[src/rtl/boot_run_ctrl.sv]
// boot_run_ctrl: streams a program into imem, holds the core in reset, then runs it until halt or budget timeout
module boot_run_ctrl #(
  parameter int DATA_W   = 32,
  parameter int ADDR_W   = 10,
  parameter int RST_HOLD = 2,
  parameter int CNT_W    = 16
) (
  input  logic              clk,
  input  logic              rst,
  input  logic              start,
  input  logic              reload,
  input  logic [CNT_W-1:0]  budget,
  input  logic              s_valid,
  input  logic [DATA_W-1:0] s_data,
  input  logic              s_last,
  output logic              s_ready,
  output logic              imem_we,
  output logic [ADDR_W-1:0] imem_addr,
  output logic [DATA_W-1:0] imem_wdata,
  output logic              core_rst,
  input  logic              halt,
  output logic              done,
  output logic              timeout,
  output logic              overflow,
  output logic [ADDR_W:0]   load_count,
  output logic [CNT_W-1:0]  run_cycles
);
  localparam int HW = $clog2(RST_HOLD + 1);
  typedef enum logic [2:0] {S_IDLE, S_LOAD, S_HOLD, S_RUN, S_DONE} state_t;
  state_t r_state, w_next;
  logic [ADDR_W-1:0] r_addr;
  logic [ADDR_W:0]   r_load_count;
  logic [CNT_W-1:0]  r_run_cycles, r_budget, w_rc_inc;
  logic [HW-1:0]     r_hold;
  logic              r_overflow, r_timeout;
  logic              w_go, w_acc, w_end_addr, w_hold_end, w_tmo;
  assign w_go       = start && (r_state == S_IDLE || r_state == S_DONE);
  assign w_acc      = s_valid && r_state == S_LOAD;
  assign w_end_addr = &r_addr;
  assign w_hold_end = r_hold == HW'(RST_HOLD - 1);
  assign w_rc_inc   = r_run_cycles + 1'b1;
  // a zero budget never matches, so the run is unlimited
  assign w_tmo      = r_budget != '0 && w_rc_inc == r_budget;
  always_comb begin
    w_next = r_state;
    unique case (r_state)
      S_IDLE, S_DONE: if (start) w_next = reload ? S_LOAD : S_HOLD;
      S_LOAD:         if (w_acc && (s_last || w_end_addr)) w_next = S_HOLD;
      S_HOLD:         if (w_hold_end) w_next = S_RUN;
      S_RUN:          if (halt || w_tmo) w_next = S_DONE;
      default:        w_next = S_IDLE;
    endcase
  end
  always_ff @(posedge clk or negedge rst) begin
    if (!rst) begin
      r_state      <= S_IDLE;
      r_addr       <= '0;
      r_load_count <= '0;
      r_run_cycles <= '0;
      r_budget     <= '0;
      r_hold       <= '0;
      r_overflow   <= 1'b0;
      r_timeout    <= 1'b0;
    end else begin
      r_state <= w_next;
      r_hold  <= r_state == S_HOLD ? r_hold + 1'b1 : '0;
      if (w_go) r_timeout <= 1'b0;
      if (w_go && reload) begin
        r_addr       <= '0;
        r_load_count <= '0;
        r_overflow   <= 1'b0;
        r_run_cycles <= '0;
      end
      if (w_acc) begin
        r_addr       <= r_addr + 1'b1;
        r_load_count <= r_load_count + 1'b1;
        if (w_end_addr && !s_last) r_overflow <= 1'b1;
      end
      if (r_state == S_HOLD && w_hold_end) begin
        r_run_cycles <= '0;
        r_budget     <= budget;
      end
      if (r_state == S_RUN) begin
        r_run_cycles <= &r_run_cycles ? r_run_cycles : w_rc_inc;
        r_timeout    <= !halt && w_tmo;
      end
    end
  end
  assign s_ready    = r_state == S_LOAD;
  assign imem_we    = w_acc;
  assign imem_addr  = r_addr;
  assign imem_wdata = s_data;
  assign core_rst   = r_state != S_RUN;
  assign done       = r_state == S_DONE;
  assign timeout    = r_timeout;
  assign overflow   = r_overflow;
  assign load_count = r_load_count;
  assign run_cycles = r_run_cycles;
endmodule

[config.mk]
export PLATFORM = sky130hd
export DESIGN_NAME = boot_run_ctrl
export DESIGN_NICKNAME = d
export VERILOG_FILES = /design/src/rtl/boot_run_ctrl.sv
export SDC_FILE = /design/constraint.sdc
export NUM_CORES = 1
export LEC_CHECK = 0
export BUFFER_PORTS_ARGS = -buffer_cell sky130_fd_sc_hd__buf_4
export CAP_MARGIN = 15
export CORE_AREA = 4 4 92 94
export DETAILED_ROUTE_END_ITERATION = 10
export DIE_AREA = 0 0 96 98
export GPL_ROUTABILITY_DRIVEN = 0
export MAX_ROUTING_LAYER = met4
export PLACE_DENSITY = 0.76
export SLEW_MARGIN = 20
export SYNTH_ARGS = -nofsm -noshare
export SYNTH_HDL_FRONTEND = slang
export SYNTH_SLANG_ARGS = --single-unit
export TNS_END_PERCENT = 1
[constraint.sdc]
create_clock -name clk -period 6.4 [get_ports clk]
set_input_delay 0.64 -clock clk [delete_from_list [all_inputs] [get_ports clk]]
set_output_delay 0.64 -clock clk [all_outputs]
set_load 0.05 [all_outputs]
==> run_results.csv <==
group,metric,value,unit
status,run_status,"finished clean",
run,max-cap-violations,0,
power,pwr_density_cell,340,nW/µm²
layout,final_nets,475,
yosys,synthesis.yosys.warnings,0,
global_route,global_route.usage.met1,26.4,%
yosys,synthesis.area_per_instance,9.18,µm²
clocking,htree_levels,3,
power,power.ir.vdd_worst,0.176,mV
global_route,grt_pass1_wl,13.9,mm
yosys,yosys_register_bits,60,
critical_path,reg2reg_to,"run_cycles[13]",
timing,grt_setup_unrepaired,"no",
yosys,seq_area_frac_synth,41.8,%
routing,drt_pre_antenna_iters,4,
power,power_leakage,1.75,nW
yosys,netlist_area,3590,µm²
critical_path,setup.worst_path.start_class,"register",
timing,layout_worst_path_cycle_share,46.0,%
power,p_total,0.00137,W
routing,route.final.wire_length,8.55,mm
routing,vias,3003,
yosys,synth_flop_cell,"sky130_fd_sc_hd__dfrtp_1",
timing,tns,0,ns
timing,slew_headroom,46.3,%
layout,finalNonFillerCells,523,
timing,final.setup_skew,0.0130,ns
die,start_util,46.9,%
global_route,groute.usage.overall,19.2,%
timing,timing.hold.ws,0.378,ns
die,die_w,96,µm
yosys,synth_edf_count,0,
clocking,clockRootBuffer,"sky130_fd_sc_hd__clkbuf_8",
placed_design,port_buffers,65,
layout,layout.filler_cells,683,
yosys,synth-async-reset-ratio,100,%
die,overall_die_height,98,µm
routing,drt.antenna.violating_nets,0,
routing,avgRoutedWirePerCell,16.3,µm
global_route,overflow,0,
layout,area_delta_synth_final,12.7,%
yosys,synth_cell_types,55,
worst_hold_path,hold_class,"input port to async pin",
placed_design,dpl_wire_length,6.10,mm
timing,finalHoldViolCount,0,
die,placeableCoreArea,7650,µm²
layout,final_design_area_no_fill,4040,µm²
critical_path,path_max_fanout,14,
clocking,cts_tree,"built",
critical_path,critical_path.reg2reg.startpoint,"run_cycles[0]",
layout,layout.cells.most_common_list,"65 x sky130_fd_sc_hd__buf_4, 60 x sky130_fd_sc_hd__dfrtp_1, 44 x sky130_fd_sc_hd__o21ai_0",
clocking,cts_buf_count,9,
timing,period_minus_slack,2.95,ns
critical_path,worst_setup_path_end_kind,"register",
critical_path,arrival,3.16,ns
clocking,holdBufCountCts,0,
clocking,numClockSinks,60,
layout,post_route_cells_drive_above_1_share,24.7,%
yosys,synth_fp_nets,450,
global_route,grt.busiest_layer,"met2",
die,row_count,32,
critical_path,reg2reg_slack,3.45,ns
critical_path,worstPathRequired,6.62,ns
timing,setup_violations,0,
critical_path,ff2ff_path_depth,7,
placed_design,total_cell_area_at_the_placement_stage,3870,µm²
clocking,cts.reportedPaths.clkPinSlew,0.07,ns
routing,drt-vias-per-instance,5.74,
timing,slew_violations,0,
clocking,clock_latency,0.33,ns
layout,num_antenna_cells,0,
clocking,postCtsSetupRepairBufs,0,
global_route,number_of_global_route_vias_before_repair,2842,
die,ios,130,
timing,fmax_achieved,0.340,GHz
die,die-area,9410,µm²
routing,drtIter0Drc,300,
yosys,syn_inst,391,
placed_design,dp.cells,507,
layout,layout.cells.most_common,"sky130_fd_sc_hd__buf_4",
global_route,groute.layer.met3.usage,3.47,%
clocking,cts-resized-gates,0,
timing,worst_slew_pin_slew,0.802,ns
critical_path,worst-setup-path-type,"register to register",
clocking,ctsLongestPathBuffers,2,
global_route,maximum_number_of_pins_on_one_net_before_global_route_repair,61,
global_route,grt_antenna_before_repair,0,
routing,detail_route.drc_violations,0,
global_route,globalRouteMet2Util,27.8,%
-- cells in the mapped netlist (all sizes together) (2+ instances only) --
library cell	n	area share, %
a211oi	2	0.56
a21oi	6	0.84
a22o	2	0.49
a31oi	5	1.0
a32oi	2	0.49
and2	2	0.35
and3	6	1.0
and4	2	0.49
buf	42	8.3
clkbuf	9	0.94
dfrtp	60	42
ha	4	1.4
inv	5	0.52
mux2	15	4.7
mux2i	5	1.4
nand2	36	3.8
nand2b	3	0.52
nand3	25	4.0
nand4	14	2.4
nand4b	2	0.49
nor2	32	3.3
nor3	5	0.70
nor4	7	1.6
nor4b	3	0.73
o211ai	6	1.3
o21a	2	0.42
o21ai	44	6.1
o31a	2	0.49
o31ai	6	1.3
o41ai	2	0.49
or2	2	0.35
or3	2	0.35
xnor2	13	3.2
xor2	4	0.98
-- final cells by class --
type / count / area [µm²] / area share [%]
inverters: 6 / 22.5 / 0.557
well taps: 102 / 128 / 3.16
multi-input cells: 274 / 1730 / 42.9
clock inverters: 5 / 27.5 / 0.681
clock buffers: 11 / 141 / 3.50
flip-flops and latches: 60 / 1500 / 37.1
repair buffers: 65 / 488 / 12.1
-- cells by family (layout without fill, tap and decap cells) --
logic type	count (synthesis)	in the layout	synth area share, %
xor gates and xnor gates	17	17	4.15
AOI/OAI and AO/OA	89	89	15.9
adders and majority gates	4	4	1.39
DFF	60	60	41.8
and+or+nand+nor	144	144	20.8
muxes	20	20	6.10
buffers and inverters	57	87	9.83
-- worst max-delay path by stage --
stage / startpoint / to / slack, ns
after floorplan: r_state[1] / load_count[7] / 3.20
after global placement: run_cycles[0] / run_cycles[13] / 3.62
after detailed placement: run_cycles[0] / run_cycles[13] / 3.52
after CTS: run_cycles[0] / run_cycles[13] / 3.50
after global routing: run_cycles[0] / run_cycles[13] / 3.13
final: run_cycles[0] / run_cycles[13] / 3.45
-- critical path: stages (launching register included) --
cell and delay, ns:
sky130_fd_sc_hd__dfrtp_1 0.48, sky130_fd_sc_hd__ha_1 0.29, sky130_fd_sc_hd__nand3_1 0.39, sky130_fd_sc_hd__nor2_1 0.37, sky130_fd_sc_hd__a31oi_2 0.29, sky130_fd_sc_hd__nor2_1 0.70, sky130_fd_sc_hd__o21ai_0 0.21, sky130_fd_sc_hd__o41ai_1 0.10
-- state kept, by name (all words and copies together) (netlist names) --
signal,cells
load_count,11
r_budget,16
r_hold,2
overflow,1
timeout,1
run_cycles,16
imem_addr,10
r_state,3
-- stage by stage --
step	util, %	worst slack, ns
6_report	52.9	3.45
4_1_cts	52.9	3.50
3_5_place_dp	50.7	3.52
2_1_floorplan	-	3.20
3_3_place_gp	50.7	3.62
5_1_grt	52.9	3.13
-- power breakdown --
group	internal (W)	switching, W	total (W)
sequential	0.000459	0.000105	0.000565
combinational	0.000212	0.000298	0.000509
clock	0.000148	0.000150	0.000299
total	0.000820	0.000553	0.00137
-- layer usage --
metal	share of wire [%]	wire length (µm)	up-vias
met5	0	0	-
met4	1.8	150	0
met3	6.3	539	16
met2	47	4010	86
met1	45	3850	1464
li1	-	-	1437
No activity file was read; power rests on OpenSTA's default activity.
